$ cat src/rtl/mem_access_stage_pkg.sv
// Shared types and defaults for the MEM stage of the 16-bit datapath.
package mem_access_stage_pkg;
  typedef enum logic {MS_IDLE, MS_ACCESS} mem_state_t;
  localparam int ARQ_DEF     = 16;
  localparam int TIMEOUT_DEF = 255;
endpackage

$ cat src/rtl/mem_access_stage_watchdog.sv
// ACCESS-cycle counter; flags expiry on the TIMEOUT-th cycle without ack.
module mem_watchdog
  import mem_access_stage_pkg::*;
#(
  parameter int TIMEOUT = TIMEOUT_DEF
) (
  input  logic clk,
  input  logic rst,
  input  logic active,
  input  logic ack,
  output logic expire
);
  localparam int CW = (TIMEOUT >= 256) ? $clog2(TIMEOUT + 1) : 8;

  logic [CW-1:0] cnt_q, cnt_d;

  // cnt_q holds the number of ack-less ACCESS cycles already elapsed
  always_comb begin
    cnt_d = '0;
    if (active && !ack) cnt_d = cnt_q + 1'b1;
  end

  assign expire = active & ~ack & (cnt_q == CW'(TIMEOUT - 1));

  always_ff @(posedge clk or posedge rst) begin
    if (rst) cnt_q <= '0;
    else     cnt_q <= cnt_d;
  end
endmodule

$ cat src/rtl/mem_access_stage.sv
// MEM stage: runs loads/stores over a req/ack data memory port and feeds MEM/WB.
// Optional access watchdog enabled by defining MEM_TIMEOUT_EN.
module mem_access_stage
  import mem_access_stage_pkg::*;
#(
  parameter int ARQ     = ARQ_DEF,
  parameter int TIMEOUT = TIMEOUT_DEF
) (
  input  logic           clk,
  input  logic           rst,
  input  logic           in_valid,
  input  logic           mem_rd_in,
  input  logic           mem_wr_in,
  input  logic           wb_enable_in,
  input  logic           pc_en_in,
  input  logic [ARQ-1:0] alu_result_in,
  input  logic [ARQ-1:0] store_data_in,
  output logic           stall_out,
  output logic           dmem_req,
  output logic           dmem_we,
  output logic [ARQ-1:0] dmem_addr,
  output logic [ARQ-1:0] dmem_wdata,
  input  logic           dmem_ack,
  input  logic [ARQ-1:0] dmem_rdata,
  output logic           out_valid,
  output logic           mem_rd_mux_out,
  output logic           wb_enable_out,
  output logic           pc_en_out,
  output logic [ARQ-1:0] alu_result_out,
  output logic [ARQ-1:0] mem_result_out,
  output logic           err_out
);
  mem_state_t     state_q, state_d;
  logic           req_q, req_d, we_q, we_d;
  logic [ARQ-1:0] addr_q, addr_d, wdata_q, wdata_d;
  logic           cap_rd_q, cap_rd_d, cap_wb_q, cap_wb_d, cap_pc_q, cap_pc_d;
  logic           ov_q, ov_d, mux_q, mux_d, wb_q, wb_d, pc_q, pc_d, err_q, err_d;
  logic [ARQ-1:0] alu_q, alu_d, res_q, res_d;
  logic           in_access, expire;

  assign in_access = (state_q == MS_ACCESS);

`ifdef MEM_TIMEOUT_EN
  mem_watchdog #(.TIMEOUT(TIMEOUT)) u_wdog (
    .clk    (clk),
    .rst    (rst),
    .active (in_access),
    .ack    (dmem_ack),
    .expire (expire)
  );
`else
  logic unused_cfg;
  assign unused_cfg = ^TIMEOUT;
  assign expire     = 1'b0;
`endif

  // A timed-out access releases upstream just like a completed one
  assign stall_out = ~rst & in_valid & (mem_rd_in | mem_wr_in)
                   & ~(in_access & (dmem_ack | expire));

  always_comb begin
    state_d  = state_q;
    req_d    = req_q;
    we_d     = we_q;
    addr_d   = addr_q;
    wdata_d  = wdata_q;
    cap_rd_d = cap_rd_q;
    cap_wb_d = cap_wb_q;
    cap_pc_d = cap_pc_q;
    ov_d     = 1'b0;
    mux_d    = 1'b0;
    wb_d     = 1'b0;
    pc_d     = 1'b0;
    err_d    = 1'b0;
    alu_d    = '0;
    res_d    = '0;
    case (state_q)
      MS_IDLE: begin
        if (in_valid) begin
          if (mem_rd_in || mem_wr_in) begin
            state_d  = MS_ACCESS;
            req_d    = 1'b1;
            we_d     = mem_wr_in & ~mem_rd_in;
            addr_d   = alu_result_in;
            wdata_d  = store_data_in;
            cap_rd_d = mem_rd_in;
            cap_wb_d = wb_enable_in;
            cap_pc_d = pc_en_in;
          end else begin
            ov_d  = 1'b1;
            alu_d = alu_result_in;
            wb_d  = wb_enable_in;
            pc_d  = pc_en_in;
          end
        end
      end
      MS_ACCESS: begin
        if (dmem_ack) begin
          state_d = MS_IDLE;
          req_d   = 1'b0;
          we_d    = 1'b0;
          ov_d    = 1'b1;
          alu_d   = addr_q;
          wb_d    = cap_wb_q;
          pc_d    = cap_pc_q;
          mux_d   = cap_rd_q;
          res_d   = cap_rd_q ? dmem_rdata : '0;
        end else if (expire) begin
          state_d = MS_IDLE;
          req_d   = 1'b0;
          we_d    = 1'b0;
          ov_d    = 1'b1;
          alu_d   = addr_q;
          pc_d    = cap_pc_q;
          err_d   = 1'b1;
        end
      end
      default: state_d = MS_IDLE;
    endcase
  end

  always_ff @(posedge clk or posedge rst) begin
    if (rst) begin
      state_q  <= MS_IDLE;
      req_q    <= 1'b0;
      we_q     <= 1'b0;
      addr_q   <= '0;
      wdata_q  <= '0;
      cap_rd_q <= 1'b0;
      cap_wb_q <= 1'b0;
      cap_pc_q <= 1'b0;
      ov_q     <= 1'b0;
      mux_q    <= 1'b0;
      wb_q     <= 1'b0;
      pc_q     <= 1'b0;
      err_q    <= 1'b0;
      alu_q    <= '0;
      res_q    <= '0;
    end else begin
      state_q  <= state_d;
      req_q    <= req_d;
      we_q     <= we_d;
      addr_q   <= addr_d;
      wdata_q  <= wdata_d;
      cap_rd_q <= cap_rd_d;
      cap_wb_q <= cap_wb_d;
      cap_pc_q <= cap_pc_d;
      ov_q     <= ov_d;
      mux_q    <= mux_d;
      wb_q     <= wb_d;
      pc_q     <= pc_d;
      err_q    <= err_d;
      alu_q    <= alu_d;
      res_q    <= res_d;
    end
  end

  assign dmem_req       = req_q;
  assign dmem_we        = we_q;
  assign dmem_addr      = addr_q;
  assign dmem_wdata     = wdata_q;
  assign out_valid      = ov_q;
  assign mem_rd_mux_out = mux_q;
  assign wb_enable_out  = wb_q;
  assign pc_en_out      = pc_q;
  assign alu_result_out = alu_q;
  assign mem_result_out = res_q;
  assign err_out        = err_q;
endmodule

$ cat config.mk
export PLATFORM = sky130hd
export DESIGN_NAME = mem_access_stage
export DESIGN_NICKNAME = d
export VERILOG_FILES = /design/src/rtl/mem_access_stage_pkg.sv /design/src/rtl/mem_access_stage_watchdog.sv /design/src/rtl/mem_access_stage.sv
export SDC_FILE = /design/constraint.sdc
export NUM_CORES = 1
export LEC_CHECK = 0
export CAP_MARGIN = 30
export CELL_PAD_IN_SITES_DETAIL_PLACEMENT = 0
export CELL_PAD_IN_SITES_GLOBAL_PLACEMENT = 1
export CORE_ASPECT_RATIO = 0.8
export CORE_MARGIN = 2
export CORE_UTILIZATION = 35
export DETAILED_ROUTE_END_ITERATION = 6
export MAX_ROUTING_LAYER = met4
export PLACE_DENSITY = 0.94
export SYNTH_ARGS = -nofsm -noshare
export SYNTH_HDL_FRONTEND = slang
export SYNTH_SLANG_ARGS = --single-unit
$ cat constraint.sdc
create_clock -name clk -period 6.12 [get_ports clk]
set_input_delay 0.612 -clock clk [delete_from_list [all_inputs] [get_ports clk]]
set_output_delay 0.612 -clock clk [all_outputs]
set_load 0.03 [all_outputs]
## Word level (Yosys, flattened, before mapping)

Cells that the tools add are included.

| word-level totals | value |
|---|---|
| flip-flop bits (word level) | 74 |
| bits of input ports | 56 |

| operators by class | value |
|---|---|
| equality and inequality tests | 3 |
| muxes and demuxes | 32 |
| bitwise operators | 10 |
| reduce and logical (&&, ||, !) cells | 3 |

Operators by type and width:

| kind | number |
|---|---|
| $mux W16 | 6 |
| $pmux W16 S2 | 1 |
| $mux W1 | 19 |
| $pmux W1 S2 | 6 |
| $ne A2 B2 Y1 const B | 3 |
| $reduce_and A3 Y1 | 2 |
| $and A1 B1 Y1 | 5 |
| $not A1 Y1 | 4 |
| $logic_or A1 B1 Y1 | 1 |
| $or A1 B1 Y1 | 1 |

## Logic depth before layout (Yosys ltp)

| depth | value |
|---|---|
| depth after elaboration | 5 |
| gate-level depth with buffers | 4 |

## Worst setup path after synthesis

OpenSTA, ideal clock, no wires.

| timing path | value |
|---|---|
| path type | in2out |
| start point | input port dmem_ack |
| end point | output port stall_out |
| data arrival time | 1.969 ns |
| required time | 5.508 ns |
| slack | 3.539 ns |
| stages on the path | 3 |
| path through | and2_2 -> buf_2 -> nor4b_1 |

| on the way | value |
|---|---|
| cells in the longest elaborated chain, start to end | 3 |

RTL lines:

| what | RTL line | RTL |
|---|---|---|
| from (decl) | mem_access_stage.sv:23 | `input logic dmem_ack,` |
| $and A1 B1 Y1 | mem_access_stage.sv:59 | `& ~(in_access & (dmem_ack \| expire));` |
| $not A1 Y1 | mem_access_stage.sv:59 |  |
| $and A1 B1 Y1 | mem_access_stage.sv:59 |  |
| to (decl) | mem_access_stage.sv:18 | `output logic stall_out,` |

No other way between the ends.

## Worst setup path after layout

Ends and elaborated chain as after synthesis.

==> flow_summary_export.csv <==
group,metric,value,unit
outcome,status,"finished, final reports clean",
worst_hold_path,hold_path_class,"reg -> reg",
clocking,cts_sinks,74,
place,dp.cells,398,
routing,drc,0,
clocking,numCtsBuffers,9,
grt,busiest_layer,"met2",
floorplanning,num_io_pins,128,
floorplanning,start_util,36.10,%
clocking,clk_pin_slew_worst_paths,0.08,ns
power,vdd_drop_max,160.0,µV
cells_and_area,drive_above_1_share,19.67,%
timing,rsz0062_at_grt,"false",
clocking,cts_resized,0,
floorplanning,dieArea,8942,µm²
timing,slew_viol_final,0,
timing,finalCritPeriodShare,49.35,%
critical_path,crit_end,"stall_out",
synth,yosys-top-cells-area,"dfrtp_1, mux2_4, a22o_1",
synth,synth_cell_types,27,
floorplanning,die_h,84.98,µm
timing,slew_headroom,38.24,%
clocking,clock_latency,0.34,ns
synth,synth_most_common_cell,"dfrtp_1",
clocking,cts_root_buffer,"clkbuf_8",
timing,finalHoldViolCount,0,
critical_path,rrSetupSlack,4.28,ns
power,p_leak,1.947,nW
critical_path,cp.arrival,2.41,ns
routing,ant_nets,0,
cells_and_area,insertedDiodeCount,0,
critical_path,cp.required,5.51,ns
grt,grtUsageMet1,19.46,%
grt,grt_max_degree,75,
critical_path,worstReg2RegEnd,"dmem_addr[15]$_DFFE_PP0P_",
critical_path,endpoint_kind,"output pin",
routing,vias_per_cell,4.518,
routing,wl_per_cell,15.31,µm
synth,ys.flop_type,"dfrtp_1",
grt,use_met3,5.760,%
timing,worst_slew_pin_slew,0.9265,ns
synth,ys_seq_area_share,64.54,%
synth,synth_cells,172,
synth,synth_top_area_cell,"dfrtp_1",
synth,yosysWarnings,0,
synth,syn_area,2869,µm²
place,post-place-ws,3.077,ns
timing,fin_worst_skew,0.006931,ns
critical_path,ff2ff_path_depth,3,
synth,synth_fp_nets,228,
synth,synth-edff-count,0,
grt,grtUsageMet2,23.81,%
routing,first_pass_iters,3,
clocking,postCtsHoldBufs,0,
synth,syn_area_per_cell,16.68,µm²
clocking,clockBufferDepth,2,
grt,grt.overflow.total,0,
cells_and_area,final_cells,413,
grt,grt_pass1_wl,10340,µm
critical_path,crit_start,"dmem_ack",
power,power.density,347.1,nW/µm²
timing,worst_hold_slack,0.5024,ns
critical_path,r2r_start,"in_access$_DFF_PP0_",
cells_and_area,final_core_utilization,55.22,%
synth,yosysTopAreaCellShare,64.54,%
run,cap_violations,0,
clocking,htree_levels,3,
place,port-buffer-count,126,
grt,grt_usage,15.40,%
clocking,cts_tree,"done",
routing,vias,1866,
cells_and_area,fill_cells,650,
synth,yosys-top-cells-count,"dfrtp_1, mux2_4, a22o_1, and2_1, mux2_2",
place,place_hpwl,4233,µm
floorplanning,die_w,105.2,µm
timing,setup_slack,3.100,ns
timing,fin_crit,3.020,ns
critical_path,worstSetupStartpointType,"input port",
routing,drtIter0Drc,38,
timing,setup_viol,0,
cells_and_area,finalNetCount,357,
cells_and_area,seqCellArea,1852,µm²
synth,async_reset_ff_share,100.0,%
floorplanning,num_rows,29,
timing,tns,0,ns
grt,first_global_vias,1983,
timing,fmax,0.3311,GHz
cells_and_area,syn_to_final_growth,52.94,%
cells_and_area,multiInputGateArea,907.1,µm²
critical_path,critPathKind,"in -> out",
place,place_congestion,0.7712,
synth,synth-seq-cells,74,
clocking,cts_setup_buffers,0,
critical_path,critPathMaxFanout,21,
routing,routed_wl,6321,µm
floorplanning,core,7946,µm²
grt,antenna_found_initial,0,
layout make-up:
type                    instances  area share [%]
inverters                       3          0.2566
repair buffers                127           28.91
well taps                     108           3.080
flip-flops and latches         74           42.20
clock inverters                 6           2.053
clock buffers                   9           2.823
multi-input cells              86           20.67
cell usage in the layout, fill, tap and decap left out, drive strengths merged, types with 2 or more instances in the layout:
master	synthesis	layout
clkbuf	0	9
dfrtp	74	74
nor2	2	2
a22o	19	19
inv	3	4
bufinv	0	2
clkdlybuf4s50	0	126
mux2	34	34
and2	17	17
clkinv	0	2
registers in the layout, indices dropped and copies added (netlist names):
register	count
alu_result_out	16
cap_pc_q	1
cap_rd_q	1
cap_wb_q	1
dmem_addr	16
dmem_req	1
dmem_wdata	16
dmem_we	1
in_access	1
mem_rd_mux_out	1
mem_result_out	16
out_valid	1
pc_en_out	1
wb_enable_out	1
stage by stage:
step                      area (µm²)  power [W]
after CTS                       4388   0.001544
after global placement          4174   0.001116
after detailed placement        4174   0.001124
after floorplan                 2869  0.0009135
after global routing            4388   0.001595
final                           4388   0.001523
worst min path at each step:
stage | from | end | slack, ns | depth (start not counted)
6_report | cap_wb_q$_DFFE_PP0P_ | wb_enable_out$_DFF_PP0_ | 0.50 | 1
5_1_grt | cap_rd_q$_DFFE_PP0P_ | cap_rd_q$_DFFE_PP0P_ | 0.53 | 1
4_1_cts | cap_rd_q$_DFFE_PP0P_ | cap_rd_q$_DFFE_PP0P_ | 0.50 | 1
3_5_place_dp | cap_rd_q$_DFFE_PP0P_ | cap_rd_q$_DFFE_PP0P_ | 0.48 | 1
3_3_place_gp | cap_wb_q$_DFFE_PP0P_ | wb_enable_out$_DFF_PP0_ | 0.49 | 1
2_1_floorplan | cap_rd_q$_DFFE_PP0P_ | cap_rd_q$_DFFE_PP0P_ | 0.46 | 1
per-layer routing:
metal | share of wire [%] | vias up
li1 | - | 855
met1 | 45 | 927
met2 | 48 | 79
met3 | 7.1 | 5
met4 | 0.63 | 0
met5 | 0 | -
critical path, stage by stage:
cell and delay [ns]:
clkdlybuf4s50_1 0.44, and2_2 0.34, nor4b_1 0.29, clkdlybuf4s50_1 0.72
cells by family after synthesis:
group                  synth area share (%)
AO/OA/AOI/OAI                         6.978
buffers and inverters                 3.838
other                                0.1307
multiplexers                          17.14
flip-flops                            64.54
AND/OR/NAND/NOR                       7.371
where the power goes:
part	total (W)	internal (W)	switching [W]
logic	0.000497	0.000249	0.000249
clock network	0.000411	0.000229	0.000182
registers	0.000615	0.000568	0.0000469
Power figures use the tool's default switching activity.
